<file path="config.mk">
export PLATFORM = sky130hd
export DESIGN_NAME = wash_run
export DESIGN_NICKNAME = d
export VERILOG_FILES = /design/src/rtl/wash_run.sv
export SDC_FILE = /design/constraint.sdc
export NUM_CORES = 1
export LEC_CHECK = 0
export CORE_UTILIZATION = 45
export CTS_BUF_LIST = sky130_fd_sc_hd__clkbuf_16
export DETAILED_ROUTE_END_ITERATION = 7
export GPL_ROUTABILITY_DRIVEN = 0
export HOLD_SLACK_MARGIN = 0.02
export PLACE_DENSITY = 0.71
export SYNTH_ARGS = -nofsm -noshare
export SYNTH_HDL_FRONTEND = slang
export SYNTH_SLANG_ARGS = --single-unit
</file>
<file path="constraint.sdc">
create_clock -name clk -period 7.05 [get_ports clk]
set_input_delay 0.705 -clock clk [delete_from_list [all_inputs] [get_ports clk]]
set_output_delay 0.705 -clock clk [all_outputs]
set_load 0.01 [all_outputs]
</file>
<file path="src/rtl/wash_run.sv">
// wash_run: wash-stage controller.
// Takes a configured job from the setup stage when the confirm button is pressed,
// charges the cycle price, counts the cycle down in BCD mm:ss, supports
// pause/resume and abort with a refund of whole remaining minutes, and holds
// an alarm for a fixed time after completion or a refused start.
//
// Ports
//   clk, rst              clock, synchronous active-high reset
//   start, pause, abort   single-cycle button pulses
//   is_on                 setup stage reports a valid job
//   bal_in  [10:0]        signed balance from setup (sampled only on accept)
//   mode    [1:0]         wash mode, selects price per minute
//   minutes [4:0]         cycle length in minutes, legal 1..29
//   bal_out [10:0]        balance after charge/refund
//   busy                  high in RUN or PAUSE
//   done                  one-cycle pulse when the countdown reaches 00:00
//   alarm                 high while in the ALARM state
//   reject                one-cycle pulse when a start is refused
//   digits  [15:0]        BCD {min_t,min_o,sec_t,sec_o}; 4'hb nibble = blank
//   st_light [2:0]        001 IDLE, 010 RUN, 100 PAUSE, 111 ALARM (state view)
//
// Handshake: there is no valid/ready flow here. Every input pulse is a
// single-cycle event sampled on the rising clock edge; it is acted on only in
// states that accept it and silently dropped otherwise.
module wash_run #(
   parameter int TICK_CYC  = 100_000_000,
   parameter int ALARM_CYC = 250_000_000
) (
   input  logic        clk,
   input  logic        rst,
   input  logic        start,
   input  logic        pause,
   input  logic        abort,
   input  logic        is_on,
   input  logic [10:0] bal_in,
   input  logic [1:0]  mode,
   input  logic [4:0]  minutes,
   output logic [10:0] bal_out,
   output logic        busy,
   output logic        done,
   output logic        alarm,
   output logic        reject,
   output logic [15:0] digits,
   output logic [2:0]  st_light
);

   typedef enum logic [1:0] {S_IDLE, S_RUN, S_PAUSE, S_ALARM} state_e;

   localparam logic [31:0] TICK_LAST  = 32'(TICK_CYC - 1);
   localparam logic [31:0] ALARM_LAST = 32'(ALARM_CYC - 1);
   localparam logic [15:0] BLANK      = 16'hbbbb;

   state_e      state_q, state_d;
   logic [31:0] presc_q, presc_d;
   logic [31:0] alarm_cnt_q, alarm_cnt_d;
   logic [15:0] digits_q, digits_d;
   logic [10:0] bal_q, bal_d;
   logic [1:0]  mode_q, mode_d;
   logic        done_q, done_d;
   logic        reject_q, reject_d;

   logic [10:0] cost, rem_min, refund;
   logic [3:0]  min_t_in, min_o_in;
   logic [15:0] dec_val;
   logic        accept_ok;

   function automatic logic [2:0] price(input logic [1:0] m);
      case (m)
         2'd0:    price = 3'd1;
         2'd1:    price = 3'd2;
         2'd2:    price = 3'd3;
         default: price = 3'd5;
      endcase
   endfunction

   // One-second BCD decrement with borrow; never called on 00:00.
   function automatic logic [15:0] dec_bcd(input logic [15:0] d);
      logic [3:0] mt, mo, st, so;
      {mt, mo, st, so} = d;
      if (so != 4'd0) begin
         so = so - 4'd1;
      end else begin
         so = 4'd9;
         if (st != 4'd0) begin
            st = st - 4'd1;
         end else begin
            st = 4'd5;
            if (mo != 4'd0) begin
               mo = mo - 4'd1;
            end else begin
               mo = 4'd9;
               mt = mt - 4'd1;
            end
         end
      end
      dec_bcd = {mt, mo, st, so};
   endfunction

   always_comb begin
      // Binary minutes -> BCD tens/ones; only 0..29 ever reaches the display.
      min_t_in = 4'd0;
      min_o_in = 4'(minutes);
      if (minutes >= 5'd20) begin
         min_t_in = 4'd2;
         min_o_in = 4'(minutes - 5'd20);
      end else if (minutes >= 5'd10) begin
         min_t_in = 4'd1;
         min_o_in = 4'(minutes - 5'd10);
      end
      cost      = {8'd0, price(mode)} * {6'd0, minutes};
      // cost is at most 155, so it is non-negative as a signed 11-bit value.
      accept_ok = is_on && (minutes != 5'd0) && (minutes <= 5'd29) &&
                  ($signed(cost) <= $signed(bal_in));
      // Refund uses the mode captured at accept, not the live mode input.
      rem_min   = {7'd0, digits_q[15:12]} * 11'd10 + {7'd0, digits_q[11:8]};
      refund    = {8'd0, price(mode_q)} * rem_min;
      dec_val   = dec_bcd(digits_q);
   end

   always_comb begin
      state_d     = state_q;
      presc_d     = presc_q;
      alarm_cnt_d = alarm_cnt_q;
      digits_d    = digits_q;
      bal_d       = bal_q;
      mode_d      = mode_q;
      done_d      = 1'b0;
      reject_d    = 1'b0;
      case (state_q)
         S_IDLE: begin
            if (start) begin
               if (accept_ok) begin
                  bal_d    = bal_in - cost;
                  digits_d = {min_t_in, min_o_in, 8'h00};
                  presc_d  = 32'd0;
                  mode_d   = mode;
                  state_d  = S_RUN;
               end else begin
                  reject_d    = 1'b1;
                  alarm_cnt_d = ALARM_LAST;
                  state_d     = S_ALARM;
               end
            end
         end
         S_RUN: begin
            // abort beats pause beats the tick.
            if (abort) begin
               bal_d    = bal_q + refund;
               digits_d = BLANK;
               state_d  = S_IDLE;
            end else if (pause) begin
               state_d = S_PAUSE;
            end else if (presc_q == TICK_LAST) begin
               presc_d  = 32'd0;
               digits_d = dec_val;
               if (dec_val == 16'h0000) begin
                  done_d      = 1'b1;
                  alarm_cnt_d = ALARM_LAST;
                  state_d     = S_ALARM;
               end
            end else begin
               presc_d = presc_q + 32'd1;
            end
         end
         S_PAUSE: begin
            if (abort) begin
               bal_d    = bal_q + refund;
               digits_d = BLANK;
               state_d  = S_IDLE;
            end else if (pause) begin
               state_d = S_RUN;
            end
         end
         default: begin
            // Counter is loaded with ALARM_CYC-1 so ALARM lasts ALARM_CYC cycles.
            if (alarm_cnt_q == 32'd0) begin
               digits_d = BLANK;
               state_d  = S_IDLE;
            end else begin
               alarm_cnt_d = alarm_cnt_q - 32'd1;
            end
         end
      endcase
   end

   always_ff @(posedge clk) begin
      if (rst) begin
         state_q     <= S_IDLE;
         presc_q     <= 32'd0;
         alarm_cnt_q <= 32'd0;
         digits_q    <= BLANK;
         bal_q       <= 11'd0;
         mode_q      <= 2'd0;
         done_q      <= 1'b0;
         reject_q    <= 1'b0;
      end else begin
         state_q     <= state_d;
         presc_q     <= presc_d;
         alarm_cnt_q <= alarm_cnt_d;
         digits_q    <= digits_d;
         bal_q       <= bal_d;
         mode_q      <= mode_d;
         done_q      <= done_d;
         reject_q    <= reject_d;
      end
   end

   assign bal_out = bal_q;
   assign digits  = digits_q;
   assign done    = done_q;
   assign reject  = reject_q;
   assign busy    = (state_q == S_RUN) || (state_q == S_PAUSE);
   assign alarm   = (state_q == S_ALARM);

   always_comb begin
      case (state_q)
         S_IDLE:  st_light = 3'b001;
         S_RUN:   st_light = 3'b010;
         S_PAUSE: st_light = 3'b100;
         default: st_light = 3'b111;
      endcase
   end

endmodule

</file>
# Word level (Yosys, flattened, before mapping)
# Index checks and enable logic that the tools add are counted.
# totals
elab_cells	133
ff_bits	97
in_bits	24
# op_classes
addsub	11
bitwise_logic	5
n_eq_ne	23
muxes	54
n_lt_le_gt_ge	4
reduce_logical	25
n_mul	3
# ops
cell	n
$mux W32	12
$mux W16	7
$pmux W32 S3	1
$pmux W32 S2	1
$pmux W16 S3	1
$mux W4	11
$mux W11	3
$add A32 B1 Y32 const B	1
$eq A32 B27 Y1 const B	1
$logic_not A32 Y1	1
$sub A32 B1 Y32 const B	1
$pmux W3 S3	3
$pmux W11 S2	1
$mux W2	10
$logic_not A16 Y1	1
$ne A2 B2 Y1 const B	8
$reduce_bool A4 Y1	4
$sub A4 B1 Y4 const B	4
$add A11 B11 Y11	1
$le A9 B11 Y1	1
$mul A3 B9 Y11	1
$sub A11 B8 Y11	1
$reduce_and A5 Y1	2
$add A8 B4 Y9	1
other kinds (28)	47

# Depth between registers and ports, before layout
# logic_depth
word_depth	10
depth_mapped	22

# Worst setup path after synthesis
# Ideal clock, no wire load.
# synth_path
path_type	input-to-reg
startpoint	in mode[1]
endpoint	reg bal_q[7] (netlist: bal_out[7])
path_stages	21
t_arrival_ns	4.693
required_time_ns	6.949
path_slack_ns	2.256
n_path_buf	1
setup_time_ns	0.101
cell_sequence	inv_1 -> ha_1 -> nand2b_1 -> fa_1 -> inv_1 -> ha_1 -> inv_1 -> fa_1 -> inv_1 -> a21oi_1 -> o21bai_1 -> xor2_1 -> ha_1 -> o21a_1 -> o21a_1 -> o221a_2 -> o31a_1 -> or2_2 -> clkbuf_1 -> o41a_1 -> o41ai_1
# synth_via
elab_chain_cells	7
word_cells_on_any_way	13
# synth_lines
element	line	text
start, declared	36	input logic [1:0] mode,
$eq A2 B2 Y1 (tied with other cells)	68	case (m)
$pmux W3 S3 (*)	68	
$mul A3 B5 Y8 (*)	110	cost = {8'd0, price(mode)} * {6'd0, minutes};
$sub A11 B8 Y11 or $le A9 B11 Y1 (tied branches)	133, 113	
$mux W11 or $logic_and A1 B1 Y1 (tied branches)	132, 112	
$mux W11 or $ne A2 B2 Y1 (tied branches)	n/a	
$pmux W11 S2 or $reduce_and A4 Y1 (tied branches)	n/a	
end signal, assigned	201	bal_q <= bal_d;
end, declared	57	logic [10:0] bal_q, bal_d;
# Mark *: on every way between the ends. The rest lies on a longest branch, timed or not. The select of a mux whose other input is x is not followed.
# A chain may end at the register's enable or synchronous reset.

# Worst setup path in the final report
# layout_path
startpoint	in mode[1]
endpoint	reg bal_q[2] (netlist: bal_out[2])
# Same word-level chain as after synthesis.

==> impl_summary.md <==
Outcome
The flow ran to the end, and the final reports show no timing, DRC or antenna violations.

Synthesis
After synthesis, the netlist uses 74 different library cells. The flip-flop and latch count after synthesis is 97. The share of synthesized registers carrying an async set or reset is 0%. The average instance in the mapped netlist occupies 7.86 um^2. The number of warnings printed during yosys synthesis is 0.

The number of standard cells after synthesis is 1005. In this run the cell area of the synthesized design comes to 0.00790 mm^2. The dominant synthesized flop cell is sky130_fd_sc_hd__dfxtp_1.

Yosys mapped a number of flops with a built-in enable equal to 0. The total nets after synthesis is 1116. The post-synthesis sequential area ratio is 24.6%.

CTS
TritonCTS built the clock tree. The tree built by TritonCTS fans out to 97 sinks. The CTS H-tree depth is 3. The cell chosen for the clock root is sky130_fd_sc_hd__clkbuf_16. The TritonCTS buffer count is 9. The clock transition at the registers of the reported paths is 0.08 ns. Counting along the longest clock path gives a buffer depth of 2.

The number of buffers added to fix hold violations after cts is 0. The number of setup buffers added after CTS is 0. The later pin in the worst-skew pair is clocked with a latency of 0.36 ns.

The total of cells resized after clock tree synthesis is 0.

Floorplan
Row generation in the floorplan step produced 48 rows. The die footprint is 0.0181 mm^2. In this run the vertical extent of the chip is 134 um. The area of the core is 0.0172 mm^2. The number of top-level pins is 58. The horizontal extent of the die is 134 um. The initial core utilization is 45.8%.

Global route
The number of global-route vias before repair came to 6523. The global-route usage over all layers is 22.0%. After global routing the overflow that remains totals 0.

The first-pass GRT wire length is 32200 um. The initial antenna violation count came to 0. The maximum number of pins on one net before global-route repair is 68.

Finish
The layout overhead on the synthesized area is 12.4%. The total of fill cells in the finished design is 1651. For this run, the post-layout net count is 1141. The area of combinational cells with multiple inputs is 0.00542 mm^2. The sequential cell area is 0.00194 mm^2.

The finished layout holds 1260 standard cells, fillers aside. At the end of the flow the core is filled with cells to 51.5%. In the final layout, the share of cells above drive strength 1 is 4.06%.

The number of antenna diodes in the final layout is 0.

Setup path
For the worst setup path, the data required time is 7.27 ns. The number of stages on the worst setup path is 21. The total buffers and inverters traversed by the critical path is 5. The worst setup path is launched from a primary input. Measured in cells, the most critical reg-to-reg path has a length of 18. Data arrives at the worst endpoint at 5.77 ns. The capture point of the critical path is bal_out[2]. In this run the register-to-register setup slack is 1.87 ns. Tracing the worst setup path back leads to its startpoint at mode[1]. The most repeated library cell on the critical path is sky130_fd_sc_hd__inv_1. The worst register-to-register path begins at digits[15]. The worst setup path is captured at a flip-flop.

The highest net fanout along the worst path is 15. Traced cell by cell, the critical path runs through clkdlybuf4s50_1 > inv_1 > ha_1 > nand2b_1 > fa_1 > inv_1 > ha_1 > inv_1 > fa_1 > inv_1 > a21oi_1 > o21bai_1 > xor2_1 > ha_1 > o21a_1 > o21a_1 > o221a_2 > o31a_1 > nor2_1 > mux2i_1 > nor2_1. The stage delay of the slowest cell on the critical path is 0.70 ns. The family of cells with the greatest summed delay on the critical path is adder cells.

The cell at the slowest stage of the critical path is sky130_fd_sc_hd__nor2_1. By startpoint and endpoint, the worst setup path is classified as in2reg. The worst register-to-register path ends at bal_out[10].

Power and ir drop
The reported leakage power is 3.44 nW. In this run switching power makes up 49.0% of total power. For this design the ratio of total power to cell area is 415 mW/mm^2. Of the total power, registers draw 22.9%.

The clock group share of total power is 13.1%. The internal power is 0.00188 W. The worst-case IR drop observed on VDD is 0.230 mV.

The power dissipated by switching net loads is 0.00181 W. The share of total power dissipated in combinational logic is 63.9%.

Timing
The worst clock skew on the final layout is 0.0130 ns. The worst path uses 78.8% of the clock period. The worst pin sits at a relative slew slack of 29.3%. The minimum clock period is 5.56 ns. The setup slack of the critical path after layout is 1.49 ns. The number of endpoints with negative hold slack in the final report came to 0. The smallest hold slack is 0.484 ns. The transition time of the tightest slew-check pin is 1.06 ns. Setup violations remaining at the end of the flow were counted as 0. Setup repair after global routing left no endpoint under its margin.

The count of final max-slew check failures is 0. Adding up every negative setup slack in the final design gives 0 ns. The maximum clock rate is 180 MHz.

Run
The max capacitance violation total is 0.

Route
For this run, design rule violations remaining after detail routing come to 0. The post-detailed-route count of antenna-violating nets is 0. The total wire length after detailed routing is 19400 um. The routed length per placed instance is 15.4 um.

The first-pass iteration count of the detailed router is 5. The vias after detailed routing is 7191. The ratio of routed vias to standard cells is 5.71. The number of design-rule violations left by the first detailed-router iteration is 535.

Placement
Counting tap cells, the placed design contains a total of 1244 instances. Port buffering added 57 buffers. OpenSTA, run right after detailed placement, puts the worst setup slack at 1.15 ns. Detailed placement ended at an HPWL of 14500 um.

Min path
In this run the worst hold path is classified as reg2reg.
==> power groups by stage <==
stage | clock [W] | sequential [W] | combinational [W]
global route | 0.000516 | 0.000868 | 0.00264
global placement | 0 | 0.000851 | 0.00231
detailed placement | 0 | 0.000855 | 0.00232
finish | 0.000484 | 0.000845 | 0.00236
CTS | 0.000496 | 0.000843 | 0.00235
floorplan | 0 | 0.000827 | 0.00175
==> placed cells by master, fill, tap and decap left out, types with 6 or more instances in the layout <==
master                            netlist  routed
sky130_fd_sc_hd__a211o_1                6       6
sky130_fd_sc_hd__a211oi_1              19      19
sky130_fd_sc_hd__a21o_1                 7       7
sky130_fd_sc_hd__a21oi_1               55      55
sky130_fd_sc_hd__a311oi_1              20      20
sky130_fd_sc_hd__a31oi_1               14      14
sky130_fd_sc_hd__and2_1                 7       7
sky130_fd_sc_hd__and3_1                 8       8
sky130_fd_sc_hd__buf_4                  1       6
sky130_fd_sc_hd__clkbuf_16              0       9
sky130_fd_sc_hd__clkdlybuf4s50_1        0      56
sky130_fd_sc_hd__dfxtp_1               97      97
sky130_fd_sc_hd__fa_1                  23      23
sky130_fd_sc_hd__ha_1                  64      64
sky130_fd_sc_hd__inv_1                 89      89
sky130_fd_sc_hd__mux2i_1                6       6
sky130_fd_sc_hd__nand2_1               57      57
sky130_fd_sc_hd__nand2b_1              20      20
sky130_fd_sc_hd__nand3_1               23      23
sky130_fd_sc_hd__nand4_1               20      20
sky130_fd_sc_hd__nor2_1               108     108
sky130_fd_sc_hd__nor2b_1               11      11
sky130_fd_sc_hd__nor3_1                53      53
sky130_fd_sc_hd__nor3b_1                6       6
sky130_fd_sc_hd__nor4_1                19      19
sky130_fd_sc_hd__nor4b_1                9       9
sky130_fd_sc_hd__o21a_1                20      20
sky130_fd_sc_hd__o21ai_0               42      42
sky130_fd_sc_hd__o31ai_1               10      10
sky130_fd_sc_hd__or2_2                  8       8
sky130_fd_sc_hd__or3_1                 11      11
sky130_fd_sc_hd__or4_1                  7       7
sky130_fd_sc_hd__xnor2_1               33      33
sky130_fd_sc_hd__xor2_1                20      20
==> synthesized netlist by cell type, types with 7 or more instances <==
master,count,share of area [%]
sky130_fd_sc_hd__a311oi_1,20,2.2
sky130_fd_sc_hd__a21oi_1,55,3.5
sky130_fd_sc_hd__and2_1,7,0.55
sky130_fd_sc_hd__nor4_1,19,1.5
sky130_fd_sc_hd__or4_1,7,0.67
sky130_fd_sc_hd__or2_2,8,0.63
sky130_fd_sc_hd__and3_1,8,0.63
sky130_fd_sc_hd__clkbuf_1,40,1.9
sky130_fd_sc_hd__a21o_1,7,0.67
sky130_fd_sc_hd__nand2_1,57,2.7
sky130_fd_sc_hd__or3_1,11,0.87
sky130_fd_sc_hd__ha_1,64,10
sky130_fd_sc_hd__nor2_1,108,5.1
sky130_fd_sc_hd__a211oi_1,19,1.8
sky130_fd_sc_hd__nor4b_1,9,1.0
sky130_fd_sc_hd__nor3_1,53,3.4
sky130_fd_sc_hd__dfxtp_1,97,25
sky130_fd_sc_hd__nand2b_1,20,1.6
sky130_fd_sc_hd__inv_1,89,4.2
sky130_fd_sc_hd__nor2b_1,11,0.87
sky130_fd_sc_hd__nand4_1,20,1.6
sky130_fd_sc_hd__fa_1,23,5.8
sky130_fd_sc_hd__xor2_1,20,2.2
sky130_fd_sc_hd__o31ai_1,10,0.95
sky130_fd_sc_hd__a31oi_1,14,1.1
sky130_fd_sc_hd__o21a_1,20,1.9
sky130_fd_sc_hd__o21ai_0,42,2.7
sky130_fd_sc_hd__xnor2_1,33,3.7
sky130_fd_sc_hd__nand3_1,23,1.5
==> per-layer routing <==
metal	track usage, %	share of wire, %	vias to the layer above
met5	0	0	-
met4	5.68	1.1	0
met3	3.00	3.9	17
met2	34.5	45	170
met1	31.7	50	3358
li1	-	-	3646
==> cell type report <==
cell class / instances / share of cell area (%)
multi-input cells: 769 / 61.0
flip-flops and latches: 97 / 21.9
repair buffers: 63 / 6.88
inverters: 90 / 3.81
well taps: 225 / 3.17
clock buffers: 9 / 2.54
clock inverters: 7 / 0.691
==> state kept, by name, indices dropped and copies added (netlist names) <==
| name | flops |
|---|---|
| alarm_cnt_q | 32 |
| bal_out | 11 |
| digits | 16 |
| done | 1 |
| mode_q | 2 |
| presc_q | 32 |
| reject | 1 |
| state_q | 2 |
==> metrics by stage <==
stage | area, um^2 | power (W)
final | 8880 | 0.00369
after global routing | 8880 | 0.00403
after CTS | 8880 | 0.00369
after detailed placement | 8590 | 0.00318
after global placement | 8590 | 0.00316
after floorplan | 7900 | 0.00258
==> kinds of logic (layout without fill, tap and decap cells) <==
logic type,Yosys count,count (layout),share of synthesized area [%]
xor+xnor,54,54,6.16
compound gates,237,237,20.5
flops,97,97,24.6
fa+ha+maj,87,87,16.0
mux,6,6,0.760
simple gates,385,385,25.2
buf+inv,139,169,6.81
==> worst min-delay path by stage <==
stage                     from              end  slack, ns  cells after the start
2_1_floorplan  alarm_cnt_q[30]  alarm_cnt_q[30]       0.44                      2
3_3_place_gp   alarm_cnt_q[30]  alarm_cnt_q[30]       0.46                      2
3_5_place_dp   alarm_cnt_q[30]  alarm_cnt_q[30]       0.46                      2
4_1_cts        alarm_cnt_q[30]  alarm_cnt_q[30]       0.48                      2
5_1_grt        alarm_cnt_q[30]  alarm_cnt_q[30]       0.51                      2
6_report       alarm_cnt_q[30]  alarm_cnt_q[30]       0.48                      2
==> worst register-to-register path, stage by stage (launching register included) <==
cell and delay (ns):
sky130_fd_sc_hd__dfxtp_1 0.52, sky130_fd_sc_hd__ha_1 0.30, sky130_fd_sc_hd__ha_1 0.21, sky130_fd_sc_hd__inv_1 0.07, sky130_fd_sc_hd__fa_1 0.47, sky130_fd_sc_hd__nor4b_1 0.51, sky130_fd_sc_hd__xnor2_1 0.23, sky130_fd_sc_hd__nor2_1 0.10
sky130_fd_sc_hd__fa_1 0.49, sky130_fd_sc_hd__inv_1 0.06, sky130_fd_sc_hd__fa_1 0.50, sky130_fd_sc_hd__inv_1 0.04, sky130_fd_sc_hd__ha_1 0.34, sky130_fd_sc_hd__o21a_1 0.15, sky130_fd_sc_hd__a2111oi_0 0.43, sky130_fd_sc_hd__o41a_1 0.19
sky130_fd_sc_hd__xnor3_1 0.21, sky130_fd_sc_hd__a21oi_1 0.15, sky130_fd_sc_hd__a211oi_1 0.08
Power figures use the tool's default switching activity.
